===== src/rtl/lsu_pkg.sv =====
// Shared definitions for the load/store unit.
//   XLEN / NBYTES : data width and number of byte lanes (only 32 / 4 supported)
//   lsu_state_e   : sequencing states of the unit
//   mem_width_e   : access size encoding from the decoder (3 is illegal)
//   lane_mask()   : right-aligned byte-lane mask for an access size
package lsu_pkg;

  localparam int XLEN   = 32;
  localparam int NBYTES = XLEN / 8;

  typedef enum logic [2:0] {
    IDLE  = 3'd0,
    REQ0  = 3'd1,
    WAIT0 = 3'd2,
    REQ1  = 3'd3,
    WAIT1 = 3'd4,
    RESP  = 3'd5
  } lsu_state_e;

  typedef enum logic [1:0] {
    BYTE = 2'd0,
    HALF = 2'd1,
    WORD = 2'd2
  } mem_width_e;

  function automatic logic [NBYTES-1:0] lane_mask(input logic [1:0] width);
    case (mem_width_e'(width))
      BYTE:    lane_mask = 4'b0001;
      HALF:    lane_mask = 4'b0011;
      default: lane_mask = {NBYTES{1'b1}};
    endcase
  endfunction

endpackage


===== src/rtl/lsu_align.sv =====
// Combinational lane alignment for the load/store unit.
//   i_off, i_width      : byte offset within the word and access size
//   i_sign              : sign-extend load result (ignored for words)
//   i_wdata             : right-aligned store data
//   i_word0, i_word1    : first and second bus words of a load
//   o_cross             : access spills into the next word
//   o_strb0/1, o_wdata0/1 : per-beat lane strobes and lane-aligned store data
//   o_load              : extracted and extended load result
module lsu_align
  import lsu_pkg::*;
(
  input  logic [1:0]        i_off,
  input  logic [1:0]        i_width,
  input  logic              i_sign,
  input  logic [XLEN-1:0]   i_wdata,
  input  logic [XLEN-1:0]   i_word0,
  input  logic [XLEN-1:0]   i_word1,
  output logic              o_cross,
  output logic [NBYTES-1:0] o_strb0,
  output logic [NBYTES-1:0] o_strb1,
  output logic [XLEN-1:0]   o_wdata0,
  output logic [XLEN-1:0]   o_wdata1,
  output logic [XLEN-1:0]   o_load
);

  logic [3:0]          w_nbytes;
  logic [3:0]          w_end;
  logic [4:0]          w_bitoff;
  logic [2*NBYTES-1:0] w_mask2;
  logic [2*XLEN-1:0]   w_wdata2;
  logic [XLEN-1:0]     w_shifted;

  assign w_nbytes = 4'd1 << i_width;
  assign w_end    = {2'b00, i_off} + w_nbytes;
  assign o_cross  = (w_end > 4'(NBYTES));
  assign w_bitoff = {i_off, 3'b000};

  // Shifting into a double-width window yields beat 0 in the low half and
  // the spill-over for beat 1 in the high half in one step.
  assign w_mask2               = {{NBYTES{1'b0}}, lane_mask(i_width)} << i_off;
  assign {o_strb1, o_strb0}    = w_mask2;
  assign w_wdata2              = {{XLEN{1'b0}}, i_wdata} << w_bitoff;
  assign {o_wdata1, o_wdata0}  = w_wdata2;

  assign w_shifted = XLEN'({i_word1, i_word0} >> w_bitoff);

  always_comb begin
    o_load = w_shifted;
    case (mem_width_e'(i_width))
      BYTE:    o_load = {{(XLEN-8){i_sign & w_shifted[7]}}, w_shifted[7:0]};
      HALF:    o_load = {{(XLEN-16){i_sign & w_shifted[15]}}, w_shifted[15:0]};
      default: o_load = w_shifted;
    endcase
  end

endmodule


===== src/rtl/load_store_unit.sv =====
// Load/store unit: runs one data-memory access per request over a word bus,
// splitting accesses that cross a word boundary into two beats.
//   clk, rst          : clock, synchronous active-high reset
//   req_*/mem_*/addr/wdata/sign_extend : request from execute stage
//   resp_valid/rdata/fault : one-cycle response per request
//   bus_*             : single-outstanding word bus (req/gnt, then rvalid)
module load_store_unit
  import lsu_pkg::*;
#(
  parameter int XLEN = 32
) (
  input  logic            clk,
  input  logic            rst,
  input  logic            req_valid,
  output logic            req_ready,
  input  logic            mem_read_en,
  input  logic            mem_write_en,
  input  logic [1:0]      mem_width,
  input  logic            sign_extend,
  input  logic [XLEN-1:0] addr,
  input  logic [XLEN-1:0] wdata,
  output logic            resp_valid,
  output logic [XLEN-1:0] rdata,
  output logic            fault,
  output logic            bus_req,
  output logic            bus_we,
  output logic [XLEN-1:0] bus_addr,
  output logic [3:0]      bus_wstrb,
  output logic [XLEN-1:0] bus_wdata,
  input  logic            bus_gnt,
  input  logic            bus_rvalid,
  input  logic [XLEN-1:0] bus_rdata
);

  lsu_state_e      r_state, w_state_next;
  logic [1:0]      r_off, r_width;
  logic            r_sign, r_store;
  logic [XLEN-1:0] r_wdata, r_word0, w_word0_next;
  logic            r_bus_req, w_bus_req_next;
  logic            r_bus_we, w_bus_we_next;
  logic [XLEN-1:0] r_bus_addr, w_bus_addr_next;
  logic [3:0]      r_bus_wstrb, w_bus_wstrb_next;
  logic [XLEN-1:0] r_bus_wdata, w_bus_wdata_next;
  logic            r_resp_valid, w_resp_valid_next;
  logic            r_fault, w_fault_next;
  logic [XLEN-1:0] r_rdata, w_rdata_next;

  logic            w_idle, w_accept, w_req_fault, w_req_noop, w_store;
  logic [1:0]      w_off, w_width;
  logic [XLEN-1:0] w_wdata, w_align_word0;
  logic            w_cross;
  logic [3:0]      w_strb0, w_strb1;
  logic [XLEN-1:0] w_wdata0, w_wdata1, w_load;

  assign w_idle      = (r_state == IDLE);
  assign req_ready   = w_idle & ~rst;
  assign w_accept    = req_valid & req_ready;
  assign w_req_fault = (mem_width == 2'd3) | (mem_read_en & mem_write_en);
  assign w_req_noop  = ~mem_read_en & ~mem_write_en;

  // In IDLE the aligner looks at the live request so beat 0 can be
  // registered onto the bus at the accept edge; afterwards it uses the
  // latched copy.
  assign w_off   = w_idle ? addr[1:0]    : r_off;
  assign w_width = w_idle ? mem_width    : r_width;
  assign w_wdata = w_idle ? wdata        : r_wdata;
  assign w_store = w_idle ? mem_write_en : r_store;

  // A non-crossing load completes in WAIT0, so its only word is still on
  // bus_rdata rather than in r_word0.
  assign w_align_word0 = (r_state == WAIT0) ? bus_rdata : r_word0;

  lsu_align u_align (
    .i_off    (w_off),
    .i_width  (w_width),
    .i_sign   (r_sign),
    .i_wdata  (w_wdata),
    .i_word0  (w_align_word0),
    .i_word1  (bus_rdata),
    .o_cross  (w_cross),
    .o_strb0  (w_strb0),
    .o_strb1  (w_strb1),
    .o_wdata0 (w_wdata0),
    .o_wdata1 (w_wdata1),
    .o_load   (w_load)
  );

  always_comb begin
    w_state_next      = r_state;
    w_word0_next      = r_word0;
    w_bus_req_next    = 1'b0;
    w_bus_we_next     = r_bus_we;
    w_bus_addr_next   = r_bus_addr;
    w_bus_wstrb_next  = r_bus_wstrb;
    w_bus_wdata_next  = r_bus_wdata;
    w_resp_valid_next = 1'b0;
    w_fault_next      = 1'b0;
    w_rdata_next      = '0;
    case (r_state)
      IDLE: begin
        if (w_accept) begin
          if (w_req_fault || w_req_noop) begin
            w_state_next      = RESP;
            w_resp_valid_next = 1'b1;
            w_fault_next      = w_req_fault;
          end else begin
            w_state_next     = REQ0;
            w_bus_req_next   = 1'b1;
            w_bus_addr_next  = {addr[XLEN-1:2], 2'b00};
            w_bus_we_next    = w_store;
            w_bus_wstrb_next = w_store ? w_strb0 : 4'b0000;
            w_bus_wdata_next = w_store ? w_wdata0 : '0;
          end
        end
      end
      REQ0: begin
        if (bus_gnt) w_state_next = WAIT0;
        else         w_bus_req_next = 1'b1;
      end
      WAIT0: begin
        if (bus_rvalid) begin
          w_word0_next = bus_rdata;
          if (w_cross) begin
            w_state_next     = REQ1;
            w_bus_req_next   = 1'b1;
            w_bus_addr_next  = r_bus_addr + XLEN'(4);
            w_bus_wstrb_next = w_store ? w_strb1 : 4'b0000;
            w_bus_wdata_next = w_store ? w_wdata1 : '0;
          end else begin
            w_state_next      = RESP;
            w_resp_valid_next = 1'b1;
            w_rdata_next      = w_store ? '0 : w_load;
          end
        end
      end
      REQ1: begin
        if (bus_gnt) w_state_next = WAIT1;
        else         w_bus_req_next = 1'b1;
      end
      WAIT1: begin
        if (bus_rvalid) begin
          w_state_next      = RESP;
          w_resp_valid_next = 1'b1;
          w_rdata_next      = w_store ? '0 : w_load;
        end
      end
      RESP:    w_state_next = IDLE;
      default: w_state_next = IDLE;
    endcase
  end

  always_ff @(posedge clk) begin
    if (rst) begin
      r_state      <= IDLE;
      r_off        <= '0;
      r_width      <= '0;
      r_sign       <= 1'b0;
      r_store      <= 1'b0;
      r_wdata      <= '0;
      r_word0      <= '0;
      r_bus_req    <= 1'b0;
      r_bus_we     <= 1'b0;
      r_bus_addr   <= '0;
      r_bus_wstrb  <= '0;
      r_bus_wdata  <= '0;
      r_resp_valid <= 1'b0;
      r_fault      <= 1'b0;
      r_rdata      <= '0;
    end else begin
      r_state      <= w_state_next;
      r_word0      <= w_word0_next;
      r_bus_req    <= w_bus_req_next;
      r_bus_we     <= w_bus_we_next;
      r_bus_addr   <= w_bus_addr_next;
      r_bus_wstrb  <= w_bus_wstrb_next;
      r_bus_wdata  <= w_bus_wdata_next;
      r_resp_valid <= w_resp_valid_next;
      r_fault      <= w_fault_next;
      r_rdata      <= w_rdata_next;
      if (w_accept) begin
        r_off   <= addr[1:0];
        r_width <= mem_width;
        r_sign  <= sign_extend;
        r_store <= mem_write_en;
        r_wdata <= wdata;
      end
    end
  end

  assign resp_valid = r_resp_valid;
  assign rdata      = r_rdata;
  assign fault      = r_fault;
  assign bus_req    = r_bus_req;
  assign bus_we     = r_bus_we;
  assign bus_addr   = r_bus_addr;
  assign bus_wstrb  = r_bus_wstrb;
  assign bus_wdata  = r_bus_wdata;

endmodule

===== config.mk =====
export PLATFORM = sky130hd
export DESIGN_NAME = load_store_unit
export DESIGN_NICKNAME = d
export VERILOG_FILES = /design/src/rtl/lsu_pkg.sv /design/src/rtl/lsu_align.sv /design/src/rtl/load_store_unit.sv
export SDC_FILE = /design/constraint.sdc
export NUM_CORES = 1
export LEC_CHECK = 0
export BUFFER_PORTS_ARGS = -buffer_cell sky130_fd_sc_hd__buf_2
export CELL_PAD_IN_SITES_DETAIL_PLACEMENT = 2
export CELL_PAD_IN_SITES_GLOBAL_PLACEMENT = 2
export CORE_MARGIN = 2
export CORE_UTILIZATION = 34
export DETAILED_ROUTE_END_ITERATION = 16
export PLACE_DENSITY_LB_ADDON = 0.1
export SETUP_SLACK_MARGIN = 0.4
export SLEW_MARGIN = 25
export SYNTH_ARGS = -nofsm -noshare
export SYNTH_HDL_FRONTEND = slang
export SYNTH_SLANG_ARGS = --single-unit

===== constraint.sdc =====
create_clock -name clk -period 10.1 [get_ports clk]
set_input_delay 2.02 -clock clk [delete_from_list [all_inputs] [get_ports clk]]
set_output_delay 2.02 -clock clk [all_outputs]
set_load 0.02 [all_outputs]

==> After elaboration in Yosys (flattened, before gate mapping) <==
Index checks and enable logic that the tools add are counted.
{ "word_totals": {"ff_bits": 177, "in_bits": 106, "output_inout_bits": 105, "wordCells": 109} }
{ "classes": {"add_sub_neg": 2, "order_cmp": 1, "n_eq_ne": 13, "n_shift": 4, "n_mux": 51, "bitwise": 13, "n_reduce_logical": 10} }
{ "ops": {"columns": ["operator", "count"], "rows": [
  ["$mux 32", 16],
  ["$pmux 32 s2", 4],
  ["$shl 32x5->64", 1],
  ["$shr 64x5->32", 1],
  ["$add 32x3->32 const B", 1],
  ["$mux 4", 6],
  ["$mux 3", 7],
  ["$pmux 4 s2", 2],
  ["$pmux 3 s5", 1],
  ["$mux 1", 11],
  ["$ne 2x2->1 const B", 5],
  ["$reduce_and 5->1", 2],
  ["$shl 4x2->8", 1],
  ["$and 1x1->1", 6],
  ["$eq 3x2->1 const B", 2],
  ["$not 1->1", 6],
  ["$pmux 1 s3", 2],
  ["$add 2x4->4", 1],
  ["$gt 4x3->1 const B", 1],
  ["$mux 2", 2],
  ["$ne 2x1->1 const B", 2],
  ["$reduce_or 4->1", 1],
  ["$shl 1x2->4 const A", 1],
  ["$eq 3x1->1 const B", 1],
  ["11 further kinds", 11]
]} }

==> Depth between registers and ports, before layout <==
Gate-level depths: netlist of the first run.
{ "logic_depth": {"word_depth": 9, "depth_mapped": 15, "depth_no_buf": 11} }

==> Hierarchy <==
From an unflattened synthesis of the first run, not the netlist that was laid out.
{ "unflattened": {"cells_unflattened": 1427, "area_unflattened_um2": 10256.1} }
{ "modules_own_cells": {"columns": ["module", "n_inst", "cells_each", "area_each_um2"], "rows": [
  ["load_store_unit", 1, 1114, 8214.1],
  ["lsu_align", 1, 313, 2042.0]
]} }

==> Worst setup path before layout of the first run <==
OpenSTA, ideal clock, no wires.
{ "synth_timing": {"path_type": "input to output", "startpoint": "input rst", "endpoint": "output req_ready", "arrival_ps": 3011, "slack_ps": 5069, "cell_stages": 4, "n_path_buf": 3, "path_cell_list": "clkbuf_1 -> clkbuf_1 -> clkbuf_1 -> nor2_1"} }
{ "synth_via": {"elab_chain_cells": 2} }
{ "synth_lines": {"columns": ["element", "line_no", "rtl"], "rows": [
  ["from (decl)", "load_store_unit.sv:13", "input logic rst,"],
  ["$not 1->1", "load_store_unit.sv:56", "assign req_ready = w_idle & ~rst;"],
  ["$and 1x1->1", "load_store_unit.sv:56", null],
  ["to (decl)", "load_store_unit.sv:15", "output logic req_ready,"]
]} }
Every way passes these cells.

==> Worst setup path in the final report of the first run <==
{ "layout_timing": {"startpoint": "input mem_width[0]", "endpoint": "register r_rdata[23], in the netlist rdata[23]"} }
{ "layout_via": {"elab_chain_cells": 7, "word_cells_on_any_way": 12, "cone_classes": "1 x add/sub; 1 x order compare; 1 x eq/ne; 1 x shift; 7 x mux; 1 x reduce/logical"} }
{ "layout_lines": {"columns": ["element", "line_no", "rtl"], "rows": [
  ["from (decl)", "load_store_unit.sv:18", "input logic [1:0] mem_width,"],
  ["$mux 2 *", "load_store_unit.sv:65", "assign w_width = w_idle ? mem_width : r_width;"],
  ["$shl 1x2->4, or another cell as far along", "lsu_align.sv:33", "assign w_nbytes = 4'd1 << i_width;"],
  ["$add 2x4->4 or $pmux 32 s2 (tied branches)", "lsu_align.sv:34, lsu_align.sv:49", null],
  ["$gt 4x3->1 or $mux 32 (tied branches)", "lsu_align.sv:35, load_store_unit.sv:132, load_store_unit.sv:144", null],
  ["$mux 32", "load_store_unit.sv:123", "if (w_cross) begin"],
  ["$mux 32", "load_store_unit.sv:121", "if (bus_rvalid) begin"],
  ["$pmux 32 s2 *", "load_store_unit.sv:99", "case (r_state)"],
  ["to (signal assigned)", "load_store_unit.sv:179", "r_rdata <= w_rdata_next;"],
  ["to (decl)", "load_store_unit.sv:46", "logic [XLEN-1:0] r_rdata, w_rdata_next;"]
]} }
Mark *: on every way between the ends. The rest lies on a longest branch, timed or not.
A chain may end at the register's enable or synchronous reset.

==> results of run 1 <==
## metal layers
layer	up-vias	track usage, %
met3	66	3.33
met1	5198	31.5
met5	-	0
li1	4955	-
met2	236	47.3
met4	0	11.1
## logic make-up after synthesis
group,Yosys count,share of synthesized area [%]
AOI/OAI and AO/OA,370,24.2
xor gates and xnor gates,5,0.441
adders and majority gates,4,0.504
buffers and inverters,127,6.23
DFF,175,35.3
muxes,79,8.16
other,1,0.0378
and+or+nand+nor,543,25.1
## area by class of cell
type                            count  area [um2]  share of cell area (%)
Tap cell                          384         480                    4.12
Sequential cell                   175        3500                    30.0
Inverter                           12        45.0                   0.386
Clock inverter                     12         124                    1.06
Clock buffer                       20         467                    4.00
Timing Repair Buffer              230        1210                    10.4
Multi-Input combinational cell   1003        5830                    50.0
Antenna cell                        1        2.50                  0.0215
## sequential cells by signal, indices dropped and copies added (netlist names), 2 cells and up
register,cells
bus_wdata,32
r_wdata,32
r_word0,32
rdata,32
bus_addr,30
bus_wstrb,4
r_state,3
r_off,2
r_width,2
## report_power, final
part	internal [mW]	switching [mW]	leakage (nW)
clock network	0.368	0.327	0.296
logic	0.252	0.544	2.98
registers	0.743	0.0537	1.42
total	1.36	0.925	4.70
## layout by cell type (no fill, tap or decap), drive strengths merged, types with 3 or more instances in the layout
cell type | netlist | final
inv | 12 | 19
o31ai | 8 | 8
nand4 | 6 | 6
nand3 | 87 | 87
nor4 | 6 | 6
and2 | 5 | 5
o31a | 5 | 5
mux2 | 12 | 12
or4 | 4 | 4
or3 | 7 | 7
o32ai | 10 | 10
ha | 4 | 4
o21a | 11 | 11
o21ai | 62 | 62
dfxtp | 175 | 175
nor2 | 54 | 54
or4b | 3 | 3
nand2b | 3 | 3
clkinv | 0 | 4
xnor2 | 3 | 3
nor3b | 3 | 3
nand4b | 3 | 3
o211ai | 13 | 13
and3 | 16 | 16
a221oi | 17 | 17
o21bai | 3 | 3
mux2i | 67 | 67
a21oi | 136 | 136
clkbuf | 78 | 20
a31oi | 4 | 4
a211oi | 43 | 43
o311a | 4 | 4
buf | 34 | 230
nor3 | 34 | 34
a21o | 4 | 4
a2111oi | 7 | 7
o22ai | 22 | 22
a22o | 8 | 8
nand2 | 286 | 286
nor2b | 18 | 18
## final timing paths
| kind | end | slack, ps | start | cells after the start |
|---|---|---|---|---|
| setup / recovery | rdata[23] | 4610 | mem_width[0] | 12 |
| hold / removal | bus_wstrb[3] | 460 | bus_wstrb[3] | 2 |
| hold reg to reg | bus_wstrb[3] | 460 | bus_wstrb[3] | 2 |
| setup reg to reg | rdata[23] | 5280 | r_state[0] | 12 |
## worst register-to-register path: stages (launching register included)
cell and delay, ps:
dfxtp_1 940, nor3_4 60, buf_4 310, mux2_4 510
nand2b_1 430, inv_1 160, ha_1 230, ha_1 290
o21ai_0 170, o22ai_1 190, nor4_1 590, o211ai_2 510
a21oi_1 340
==> flow_summary.toml, run 1 <==
[timing]
maxSlewViolCount = 0
fin_ws_ps = 4610
hold_violations = 0
finalCritPeriodShare_pct = 54.3
period_minus_slack_ps = 5490
tightest_slew_ps = 1040
final-setup-viol-count = 0
relSlewSlack_pct = 30.4
fin_skew_ps = 16.9
fmax_ghz = 0.182
holdWs_ps = 460
setup_tns_ps = 0
rsz0062_at_grt = "no"

[clocking]
cts_buffers = 17
ctsHoldBuffers = 0
path_clk_slew_ps = 70
cts.repair.resized = 0
htreeDepth = 4
cts_max_path_buffers = 2
root_buffer = "clkbuf_16"
worst_skew_pair.late_latency_ps = 440
clkSinkCount = 175
cts_tree = "built"
postCtsSetupRepairBufs = 0

[run_status]
run_status = "completed"

[place]
dpl_cell_area_um2 = 11100
port_buffers = 208
pre_cts_ws_ps = 4100
gp_congestion = 0.833
dpl.cell_count = 1804
hpwl_um = 27900

[drt]
met1_length_um = 16900
wl_met3_um = 1370
ant_nets = 0
dr.max_layer_used = "met4"
route.met2.wl_um = 20300
firstDrtPassIters = 6
vias = 10455
routed_wl_um = 40200
via_per_inst = 5.69
drt-initial-drc-count = 473
drc = 0
wl_per_cell_um = 21.9

[setup_path]
critPathTopFamily = "simple AND/OR/NAND/NOR gates"
cp.buffers_inverters = 2
critical_path_class = "in2reg"
path_common_cell = "ha_1"
path_cells = "buf_2, or4b_2, and2_1, nand2b_1, inv_1, ha_1, ha_1, o21ai_0, o22ai_1, nor4_1, o211ai_2, a21oi_1"
cp.required_ps = 10440
start_kind = "input pin"
cp_max_fo = 16
endpoint_kind = "flip-flop"
critPathSlowestCell = "or4b_2"
cpPeakStageDelay_ps = 650
arrival_ps = 5820

[synthesis]
synth_area_per_cell_um2 = 7.61
yosysMostFrequentCell = "nand2_1"
yosys_warnings = 0
synthFlopType = "dfxtp_1"
synthTopCellsByCount = "286 x nand2_1, 175 x dfxtp_1, 126 x a21oi_1"
yosysUniqueCellTypes = 78
synthArstFlopShare_pct = 0
synth_edf_count = 0
synth_top_area_share_pct = 35.3
syn_area_um2 = 9920
synth_cells = 1304
yosysTopAreaCell = "dfxtp_1"
synth_area_leaders = "dfxtp_1 35%, nand2_1 11%, mux2i_1 6.8%, a21oi_1 6.4%, nand3_1 4.4%"
ys_ff_latch = 175
yosysSeqAreaShare_pct = 35.3

[cells_and_area]
finalNonFillerCells = 1837
finish.net_count = 1549
fin_util_pct = 40.6
area_growth_syn_to_layout_pct = 17.5
drive_gt1_share_pct = 21.1
design_area_um2 = 11700
fill_cells = 3385

[die]
top_level_ports = 211
core-area_um2 = 28700
die_h_um = 175
rows = 62
start_util_pct = 34.6
die_area_um2 = 30600
die_x_um = 175

[pwr]
powerDensity_nw_per_um2 = 196
p_total_mw = 2.29
ir_drop_uv = 101
leakage_nw = 4.70

[grt]
antenna_found_initial = 2
grt_max_degree = 77
grt_pass1_vias = 11169
overflow = 0
grt_usage_pct = 26.3
grt_pass1_wl_um = 63300

[worst_hold_path]
holdCritPathClass = "reg2reg"

[flow_run]
max_cap_violations = 0
(Power assumes the default switching activity.)
==> run 2, diff against run 1 <==
Settings changed: ABC_AREA set to 1, CORE_UTILIZATION 34 to 26.
Clock period 10.1 ns to 4.5 ns, I/O delays scaled along.
==> run 2 against run 1 <==
Net effect: first-iteration DRC count is 6.3% higher; via count up 14%; synthesized cell count increased by 34%; worst setup slack worse by 3700 ps; clock skew is 3.7 ps lower; clock-buffer cell count fell by 1; critical path depth increased by 4; combinational power rose to 5.7 times the previous value; clock power is 140% higher; die area grew 37%; wire length up 15%.
==> flow_summary.toml, run 2 <==
[cells_and_area]
fill_cells = 5002
layout_commonest_cell = "nand2_1"
final_cell_mix = "583 x nand2_1, 208 x buf_2, 198 x nor2_1"
drive_gt1_share_pct = 15.3
finish.net_count = 2003
fin_util_pct = 31.3
area_growth_syn_to_layout_pct = 18.8
antenna_cells = 0

[drt]
wl_per_cell_um = 19.0
via_per_inst = 4.90
vias = 11912
drc = 0
firstDrtPassIters = 4
drt-initial-drc-count = 503
ant_nets = 0
routed_wl_um = 46100

[pwr]
intPower_mw = 3.97
p_switching_mw = 4.33
pwr-share-comb_pct = 55.0
leakage_nw = 5.95
ir_drop_uv = 428
powerDensity_nw_per_um2 = 667
p_clk_share_pct = 20.5
pwr-share-seq_pct = 24.5
p_sw_share_pct = 52.2

[setup_path]
cp.buffers_inverters = 3
path_common_cell = "nand2_1"
cp.required_ps = 4890
critical_path_class = "reg2reg"
cpPeakStageDelay_ps = 410
start_kind = "flip-flop"
arrival_ps = 3950
critPathTopFamily = "simple AND/OR/NAND/NOR gates"
cp_max_fo = 39
critPathSlowestCell = "dfxtp_1"
path_cells = "nor2_4, buf_4, nand3_1, nand2_2, nand2_1, o21ai_0, ha_1, or2_2, nand2_1, inv_1, nand2_2, nand3_4, nand3_4, buf_4, nand2_1, a21oi_1"
endpoint_kind = "flip-flop"

[timing]
setup_tns_ps = 0
final-setup-viol-count = 0
period_minus_slack_ps = 3560
finalCritPeriodShare_pct = 79.1
rsz0062_at_grt = "no"
maxSlewViolCount = 0
fmax_ghz = 0.281
relSlewSlack_pct = 43.3
tightest_slew_ps = 849
hold_violations = 0
fin_skew_ps = 13.2
holdWs_ps = 459

[synthesis]
yosysSeqAreaShare_pct = 33.4
synth_edf_count = 0
synth_cells = 1753
ys_ff_latch = 175
synthTopCellsByCount = "586 x nand2_1, 198 x nor2_1, 189 x o21ai_0"
synth_top_area_share_pct = 33.4
synth_area_per_cell_um2 = 5.98
synth.mux.area_fraction_pct = 0
synthXorXnorAreaFrac_pct = 0.668
synth_area_leaders = "dfxtp_1 33%, nand2_1 21%, o21ai_0 9.0%, nor2_1 7.1%, nand3_1 6.9%"
yosysMostFrequentCell = "nand2_1"
yosys_warnings = 0
synth_compound_area_share_pct = 14.0
synth_top_family_by_area = "simple AND/OR/NAND/NOR gates"
yosysUniqueCellTypes = 38
synth_fa_ha_area_share_pct = 0.477
synthArstFlopShare_pct = 0
synthFlopType = "dfxtp_1"
yosys.area_share.simple_pct = 40.5
yosysTopAreaCell = "dfxtp_1"
syn_area_um2 = 10500

[place]
port_buffers = 208
gp_congestion = 0.803
hpwl_um = 34500

[die]
die_x_um = 205
die_h_um = 205
start_util_pct = 26.4
die_area_um2 = 41900
rows = 73
core-area_um2 = 39700
top_level_ports = 211

[clocking]
postCtsSetupRepairBufs = 0
cts_tree = "built"
cts_buffers = 17
cts_max_path_buffers = 2
ctsHoldBuffers = 0
cts.repair.resized = 0
clkSinkCount = 175
path_clk_slew_ps = 80
root_buffer = "clkbuf_16"
htreeDepth = 4
worst_skew_pair.late_latency_ps = 480

[grt]
grt_usage_pct = 22.4
grt_pass1_wl_um = 72300
grt_pass1_vias = 12457
antenna_found_initial = 1
overflow = 0
grt_max_degree = 77

[run_status]
run_status = "completed"

[worst_hold_path]
holdCritPathClass = "reg2reg"

[flow_run]
max_cap_violations = 0
[run 2: cell count changes in the layout (fill, tap and decap cells not counted), moves of 25 or more]
cell      delta
nand2_1    +298
nor2_1     +148
inv_1      +137
o21ai_0    +129
mux2i_1     -67
nand3_1     +57
a21oi_1     -54
a211oi_1    -42
nand4_1     +25
[run 2: metal layers]
layer	vias to the layer above	share of wire [%]	track usage, %
li1	5847	-	-
met1	5846	48	29.5
met2	174	48	38.0
met3	43	2.9	3.32
met4	2	1.6	5.90
met5	-	0.020	0
[run 2: per-stage QoR]
stage | power (mW) | cell area (um2) | worst slack [ps] | std cells
after detailed placement | 6.67 | 11800 | 562 | 2399
after global placement | 6.58 | 11800 | 726 | 2399
final | 8.30 | 12500 | 940 | 2431
after floorplan | 5.12 | 10500 | 1390 | 1754
after CTS | 8.42 | 12500 | 895 | 2431
after global routing | 9.03 | 12500 | 599 | 2431
[run 2: path summary, 6_finish.rpt]
kind                                  start            end  depth (start not counted)  slack (ps)
worst min register to register  r_wdata[14]    r_wdata[14]                          2         460
worst max register to register   r_state[1]  bus_wdata[25]                         16         940
worst min-delay path            r_wdata[14]    r_wdata[14]                          2         460
worst max-delay path             r_state[1]  bus_wdata[25]                         16         940
[run 2: area by class of cell]
class	count	area [um2]	area share (%)
Clock buffer	19	443	3.56
Clock inverter	13	201	1.62
Inverter	155	583	4.68
Multi-Input combinational cell	1314	5850	47.0
Sequential cell	175	3500	28.1
Tap cell	525	657	5.27
Timing Repair Buffer	230	1220	9.79
[run 2: power by group through the flow]
stage	clock network [mW]	logic (mW)	registers, mW
after global routing	1.82	5.14	2.07
after detailed placement	0	4.59	2.07
after global placement	0	4.51	2.06
final	1.70	4.57	2.03
after floorplan	0	2.96	2.16
after CTS	1.76	4.62	2.04
[run 2: logic make-up after synthesis]
family | Yosys count
and+or+nand+nor | 1015
AOI/OAI and AO/OA | 285
buffers and inverters | 265
DFF | 175
xor gates and xnor gates | 8
adders and majority gates | 4
other | 1
[run 2: worst reg2reg max path, delay by kind of cell, from the launching register on]
kind                       cells  cell delay [ps]
and+or+nand+nor               10             1790
DFF                            1              410
buffers and inverters          3              720
AOI/OAI and AO/OA              2              270
adders and majority gates      1              290
